## src/rtl/chk_arb_pkg.sv

```systemverilog
`default_nettype none
// ============================================================================
// Module   : chk_arb_pkg
// Purpose  : Shared types and character constants for the checker stream
//            arbiter: the arbiter state encoding and the framing characters
//            of a trace record ('^' start, '#' end, NUL idle filler).
// Ports    : none (package)
// Revision : 1.0  initial release
// ============================================================================
package chk_arb_pkg;

    typedef enum logic [2:0] {
        ST_IDLE   = 3'd0,
        ST_FWD    = 3'd1,
        ST_SETTLE = 3'd2,
        ST_REPORT = 3'd3,
        ST_FLUSH  = 3'd4
    } arb_state_t;

    localparam logic [7:0] CH_START = 8'h5E;  // '^'
    localparam logic [7:0] CH_END   = 8'h23;  // '#'
    localparam logic [7:0] CH_NUL   = 8'h00;  // idle filler, resyncs the checker

endpackage
`default_nettype wire

```

## src/rtl/rr_pick.sv

```systemverilog
`default_nettype none
// ============================================================================
// Module   : rr_pick
// Purpose  : Combinational round-robin priority pick. Returns the first set
//            request bit found scanning upward (with wrap) from ptr.
// Ports    : req [N]   request vector
//            ptr [IDW] index with highest priority
//            hit       at least one request set
//            idx [IDW] index of the winning request (0 when no hit)
// Revision : 1.0  initial release
// ============================================================================
module rr_pick #(
    parameter int N   = 2,
    parameter int IDW = (N > 1) ? $clog2(N) : 1
) (
    input  logic [N-1:0]   req,
    input  logic [IDW-1:0] ptr,
    output logic           hit,
    output logic [IDW-1:0] idx
);

    // Scan offsets from farthest to nearest so the nearest requester
    // (smallest offset from ptr) is the last one written and wins.
    always_comb begin
        int cand;
        hit  = 1'b0;
        idx  = '0;
        cand = 0;
        for (int k = N - 1; k >= 0; k--) begin
            cand = int'(ptr) + k;
            if (cand >= N) begin
                cand = cand - N;
            end
            if (req[cand[IDW-1:0]]) begin
                hit = 1'b1;
                idx = cand[IDW-1:0];
            end
        end
    end

endmodule
`default_nettype wire

```

## src/rtl/checker_stream_arbiter.sv

```systemverilog
`default_nettype none
// ============================================================================
// Module   : checker_stream_arbiter
// Purpose  : Shares one cpu_checker between N character sources. A source is
//            granted for a whole record ('^' .. '#'), its characters are
//            forwarded one per cycle through a register onto chk_char, and
//            the checker verdict is sampled and returned tagged with the
//            source id. Stalls and overlength records end as aborts.
// Ports    : clk, reset (async, active low)
//            src_valid[N], src_char[8N] in  / src_ready[N] out (one-hot)
//            chk_char[8] out, chk_format_type[2], chk_error_code[4] in
//            res_valid, res_id, res_format, res_error, res_abort, busy out
// Revision : 1.0  initial release
// ============================================================================
module checker_stream_arbiter
    import chk_arb_pkg::*;
#(
    parameter int N       = 2,
    parameter int MAX_LEN = 40,
    parameter int CHK_LAT = 1
) (
    input  logic                 clk,
    input  logic                 reset,
    input  logic [N-1:0]         src_valid,
    input  logic [8*N-1:0]       src_char,
    output logic [N-1:0]         src_ready,
    output logic [7:0]           chk_char,
    input  logic [1:0]           chk_format_type,
    input  logic [3:0]           chk_error_code,
    output logic                 res_valid,
    output logic [$clog2(N)-1:0] res_id,
    output logic [1:0]           res_format,
    output logic [3:0]           res_error,
    output logic                 res_abort,
    output logic                 busy
);

    localparam int IDW  = $clog2(N);
    localparam int LENW = $clog2(MAX_LEN + 1);
    localparam int LATW = $clog2(CHK_LAT + 2);

    arb_state_t      state_q, state_d;
    logic [IDW-1:0]  grant_q, grant_d;
    logic [IDW-1:0]  rr_q, rr_d;
    logic [LENW-1:0] len_q, len_d;
    logic [LATW-1:0] lat_q, lat_d;
    logic [7:0]      chk_char_q, chk_char_d;
    logic [1:0]      fmt_q, fmt_d;
    logic [3:0]      err_q, err_d;
    logic            abort_q, abort_d;

    logic            pick_hit;
    logic [IDW-1:0]  pick_idx;
    logic [7:0]      g_char;
    logic            g_valid;
    logic            len_full;

    rr_pick #(
        .N   (N),
        .IDW (IDW)
    ) u_rr_pick (
        .req (src_valid),
        .ptr (rr_q),
        .hit (pick_hit),
        .idx (pick_idx)
    );

    assign g_char   = src_char[{grant_q, 3'b000} +: 8];
    assign g_valid  = src_valid[grant_q];
    assign len_full = (len_q == LENW'(MAX_LEN));

    // Ready is decoded from registered state only, so it falls on the edge
    // after '#' is taken and stays low once MAX_LEN characters are in.
    always_comb begin
        src_ready = '0;
        if (state_q == ST_FWD && !len_full) begin
            src_ready[grant_q] = 1'b1;
        end
    end

    always_comb begin
        state_d    = state_q;
        grant_d    = grant_q;
        rr_d       = rr_q;
        len_d      = len_q;
        lat_d      = lat_q;
        chk_char_d = CH_NUL;
        fmt_d      = fmt_q;
        err_d      = err_q;
        abort_d    = abort_q;
        case (state_q)
            ST_IDLE: begin
                if (pick_hit) begin
                    grant_d = pick_idx;
                    len_d   = '0;
                    lat_d   = '0;
                    state_d = ST_FWD;
                end
            end
            ST_FWD: begin
                // Overlength is tested before the stall so a full record
                // aborts even if the source has also dropped valid.
                if (len_full || !g_valid) begin
                    abort_d = 1'b1;
                    fmt_d   = '0;
                    err_d   = '0;
                    state_d = ST_REPORT;
                end else begin
                    chk_char_d = g_char;
                    len_d      = len_q + LENW'(1);
                    if (g_char == CH_END) begin
                        lat_d   = '0;
                        state_d = ST_SETTLE;
                    end
                end
            end
            ST_SETTLE: begin
                // lat_q is 0 in the cycle '#' sits on chk_char.
                if (lat_q == LATW'(CHK_LAT)) begin
                    fmt_d   = chk_format_type;
                    err_d   = chk_error_code;
                    abort_d = 1'b0;
                    state_d = ST_REPORT;
                end else begin
                    lat_d = lat_q + LATW'(1);
                end
            end
            ST_REPORT: begin
                rr_d    = (grant_q == IDW'(N - 1)) ? '0 : grant_q + IDW'(1);
                state_d = ST_FLUSH;
            end
            ST_FLUSH: begin
                state_d = ST_IDLE;
            end
            default: begin
                state_d = ST_IDLE;
            end
        endcase
    end

    always_ff @(posedge clk or negedge reset) begin
        if (!reset) begin
            state_q    <= ST_IDLE;
            grant_q    <= '0;
            rr_q       <= '0;
            len_q      <= '0;
            lat_q      <= '0;
            chk_char_q <= CH_NUL;
            fmt_q      <= '0;
            err_q      <= '0;
            abort_q    <= 1'b0;
        end else begin
            state_q    <= state_d;
            grant_q    <= grant_d;
            rr_q       <= rr_d;
            len_q      <= len_d;
            lat_q      <= lat_d;
            chk_char_q <= chk_char_d;
            fmt_q      <= fmt_d;
            err_q      <= err_d;
            abort_q    <= abort_d;
        end
    end

    assign chk_char   = chk_char_q;
    assign busy       = (state_q != ST_IDLE);
    assign res_valid  = (state_q == ST_REPORT);
    assign res_id     = res_valid ? grant_q : '0;
    assign res_format = res_valid ? fmt_q   : '0;
    assign res_error  = res_valid ? err_q   : '0;
    assign res_abort  = res_valid ? abort_q : 1'b0;

endmodule
`default_nettype wire

```

## config.mk

```make
export PLATFORM = sky130hd
export DESIGN_NAME = checker_stream_arbiter
export DESIGN_NICKNAME = d
export VERILOG_FILES = /design/src/rtl/chk_arb_pkg.sv /design/src/rtl/rr_pick.sv /design/src/rtl/checker_stream_arbiter.sv
export SDC_FILE = /design/constraint.sdc
export NUM_CORES = 1
export LEC_CHECK = 0
export CORE_ASPECT_RATIO = 0.9
export CORE_MARGIN = 2
export CORE_UTILIZATION = 40
export DETAILED_ROUTE_END_ITERATION = 6
export DONT_BUFFER_PORTS = 1
export HOLD_SLACK_MARGIN = 0.03
export PLACE_DENSITY = 0.54
export SYNTH_ARGS = -nofsm -noshare
export SYNTH_HDL_FRONTEND = slang
export SYNTH_SLANG_ARGS = --single-unit
export TNS_END_PERCENT = 10
```

## constraint.sdc

```tcl
create_clock -name clk -period 3.3 [get_ports clk]
set_input_delay 0.165 -clock clk [delete_from_list [all_inputs] [get_ports clk]]
set_output_delay 0.165 -clock clk [all_outputs]
set_load 0.02 [all_outputs]
```

Yosys cells after proc, flatten, opt, wreduce, memory -nomap -nowiden
Cells that the tools add are included.

Bits in registers: 28. Logic and storage cells: 94.

$add $sub $neg: 6. $lt $le $gt $ge: 6. Equality and inequality tests: 13. Shift-type cells: 1. Multiplexer cells: 44. Reductions and logical operators: 15.

Operator list (number): $mux 1 (18); $mux 2 (8); $mux 8 (2); $shiftx 16x5->8 (1); $mux 3 (4); $mux 4 (3); $mux 6 (2); $pmux 3 s4 (1); $pmux 6 s2 (1); $reduce_and 3->1 (3); $eq 8x6->1 const B (1); $ne 2x2->1 const B (4); $pmux 4 s2 (1); $add 6x1->6 const B (1); $eq 3x2->1 const B (2); $eq 6x6->1 const B (1); $lt 1x2->1 const B (3); $pmux 2 s3 (1); $reduce_bool 3->1 (2); $reduce_and 5->1 (1); $ne 2x1->1 const B (2); $pmux 2 s2 (1); $reduce_bool 2->1 (2); $eq 3x1->1 const B (1); other kinds (16) (19).

Logic depth before layout (Yosys ltp)
Depth in word-level cells: 9. Mapped depth: 7. Mapped depth without buffers: 7.

Cells and area by module
A second synthesis with hierarchy kept.

Cells, all modules: 150. Area, all modules: 1519.0 µm².

Modules (own cells, without submodules): checker_stream_arbiter (instances 1, cells each 147, area each 1501.4 µm²); rr_pick (instances 1, cells each 3, area each 17.5 µm²).

Worst setup path after synthesis
OpenSTA, ideal clock, no wires.

Path kind: reg2out. Start point: reg grant_q. End point: out res_id. Arrival: 1.661 ns. Data required time: 3.135 ns. Path slack: 1.474 ns. Stages on the path, launching flop included: 4. Path buffers: 1. Path through: dfrtp_1 -> buf_1 -> inv_1 -> nor4_1.

Cells in the longest elaborated chain, start to end: 1.

RTL lines: from (decl) (RTL line checker_stream_arbiter.sv:43) `logic [IDW-1:0] grant_q, grant_d;`; from (signal assigned) (RTL line checker_stream_arbiter.sv:154) `grant_q <= grant_d;`; $mux 1 (RTL line checker_stream_arbiter.sv:168) `assign res_id = res_valid ? grant_q : '0;`; to (decl) (RTL line checker_stream_arbiter.sv:31) `output logic [$clog2(N)-1:0] res_id,`.

No other way between the ends.

Final worst setup path
Same ends and word-level chain as after synthesis.

==> flow_summary.ini <==
[place]
hpwl_mm = 2.13
dp.cells = 178
portBuffers = 0
placed_area_um2 = 1420
gp_congestion = 0.900

[pwr]
ir_drop_mv = 0.390
p_leak_nw = 0.717
power.density_nw_per_um2 = 846

[synth]
synth-simple-area-share_pct = 19.9
synthesis.nets = 166
postSynthCellCount = 137
synth.distinct_cells = 34
ys_async_sr_fraction_pct = 100
synth-edff-count = 0
synth_compound_area_share_pct = 14.2
syn_avg_cell_area_um2 = 10.1
synthXorXnorAreaFrac_pct = 1.27
ys_seq_area_share_pct = 50.6
yosys_warnings = 0
synth-seq-cells = 28
synth_top_family_by_area = simple AND/OR/NAND/NOR gates
synthMuxAreaShare_pct = 7.32
synth_fa_ha_area_share_pct = 2.71
synth_area_um2 = 1380
synth_ff_type = dfrtp_1

[timing]
finalSetupViolations = 0
rsz0062_at_grt = no
worstMarginPinSlew_ps = 925
fin_crit_ps = 2150
clock_skew_ps = 7.74
hold_violations = 0
fmax_ghz = 0.466
maxSlewViolCount = 0
finalCritPeriodShare_pct = 65.0
timing.setup.tns_ps = 0
relSlewSlack_pct = 37.7

[layout]
drive_gt1_share_pct = 6.12
synthToLayoutAreaGrowth_pct = 15.1
fin_cells = 191
final_area_um2 = 1590
nNetsFinal = 177
antenna_cells = 0

[clock_tree]
cts-root-buf = clkbuf_8
cts.sinks = 28
cts_tree = done
cts.clk_slew.worst_paths_ps = 100
clk_latency_ps = 280
cts-htree-levels = 1
cts_buffer_depth = 2
cts_made_buffers = 3

[worst_setup_path]
cp-start-kind = register
critPathTopFamily = simple AND/OR/NAND/NOR gates
cp_slowest_cell = nor4_1
cpPeakStageDelay_ps = 830
crit_path_max_fanout = 15
cp_data_required_time_ps = 3130
critPathCaptureType = output pin
path_cells = inv_1 > nor4_1
worstSetupPathType = reg2out
critPathBufInv = 1
crit_arrival_ps = 1980

[global_route]
track_usage_pct = 15.4
grt_max_degree = 29
first_global_vias = 1036
grt_pass1_wl_mm = 4.56
antenna_found_initial = 0
grt_overflow = 0

[run_status]
status = finished clean

[routing]
drtIter0Drc = 58
drtAntennaViolNets = 0
totalWireLength_mm = 2.92
drcViolationCount = 0
avgViaCountPerCell = 5.54
firstDrtPassIters = 4
vias = 1058
avgRoutedWirePerCell_um = 15.3

[floorplanning]
die-width_um = 66
io_pins = 46
die_y_um = 59.8
rows = 20
start_util_pct = 41.3
design.core.area_um2 = 3350
die-area_um2 = 3950

[run]
drv_cap = 0

[worst_hold_path]
min_path_type = in2reg
area by class of cell:
| cell class | instances | area (µm²) |
|---|---|---|
| clock inverters | 1 | 30.0 |
| inverters | 8 | 30.0 |
| fillers | 331 | 1760 |
| multi-input cells | 97 | 628 |
| repair buffers | 10 | 108 |
| well taps | 44 | 55.1 |
| clock buffers | 3 | 41.3 |
| flip-flops and latches | 28 | 701 |
through the flow:
stage / hold WS [ps] / util, % / worst slack, ps / power [mW]
floorplan: -131 / - / 1470 / 0.972
finish: 43.1 / 47.5 / 1150 / 1.35
detailed placement: -130 / 42.4 / 1350 / 1.06
global route: 49.6 / 47.5 / 1040 / 1.45
CTS: 33.4 / 47.5 / 1110 / 1.36
global placement: -130 / 42.4 / 1410 / 1.05
sequential cells by signal, indices dropped and copies added (netlist names):
signal	count
abort_q	1
chk_char	8
err_q	4
fmt_q	2
grant_q	1
lat_q	2
len_q	6
rr_q	1
state_q	3
metal layers:
metal,vias up,track usage (%),part of all wire [%]
met2,34,26.4,47
met1,514,18.4,44
met3,4,4.90,7.2
li1,506,-,-
met5,-,0,0
met4,0,5.25,1.1
where the power goes:
group | total [mW] | internal (mW) | switching (mW) | leakage, nW
sequential | 0.576 | 0.444 | 0.131 | 0.370
clock | 0.267 | 0.162 | 0.105 | 0.0357
combinational | 0.505 | 0.210 | 0.295 | 0.311
cells in the mapped netlist, types with 3 or more instances:
cell type / number / share of area [%]
a21oi_1: 6 / 2.2
nand2_1: 7 / 1.9
nor4_1: 3 / 1.4
ha_1: 3 / 2.7
nor2_1: 18 / 4.9
o21ai_0: 5 / 1.8
dfrtp_1: 28 / 51
a22o_1: 7 / 4.4
inv_1: 8 / 2.2
nor3_1: 6 / 2.2
and2_1: 8 / 3.6
mux2i_1: 9 / 6.5
worst paths after layout:
kind                             start          end  slack, ps  cells past startpoint
max                            grant_q       res_id       1150                      2
min                        src_char[2]  chk_char[2]         40                      2
max reg2reg                   len_q[0]     len_q[3]       1320                      6
min reg2reg                   lat_q[0]     lat_q[0]        490                      1
max in group asynchronous        reset     err_q[2]       2820                      2
min in group asynchronous        reset     len_q[3]        320                      2
kinds of logic after synthesis:
| family | count (synthesis) |
|---|---|
| multiplexers | 10 |
| AND/OR/NAND/NOR | 53 |
| AO/OA/AOI/OAI | 29 |
| flip-flops | 28 |
| XOR/XNOR | 2 |
| adder cells (fa/ha/maj) | 3 |
| buffers and inverters | 12 |
layout by cell type (no fill, tap or decap), drive strengths merged, types with 2 or more instances in the layout:
master	instances
clkbuf	3
nor3	6
dfrtp	28
nand2b	2
nor4	3
buf	2
a31oi	2
a22o	7
ha	3
o21ai	5
nand2	7
dlygate4sd3	8
nand3	2
o22ai	2
nor2	18
or3	2
and2	8
a21oi	6
o211ai	2
inv	8
mux2i	9
timing repair:
item / 4_1_cts / 5_1_grt
endpoints found under the hold margin: 34 / 0
buffers inserted: 0 / 0
gates resized for setup: 0 / 0
hold buffers: 9 / 0
Power figures use the tool's default switching activity.
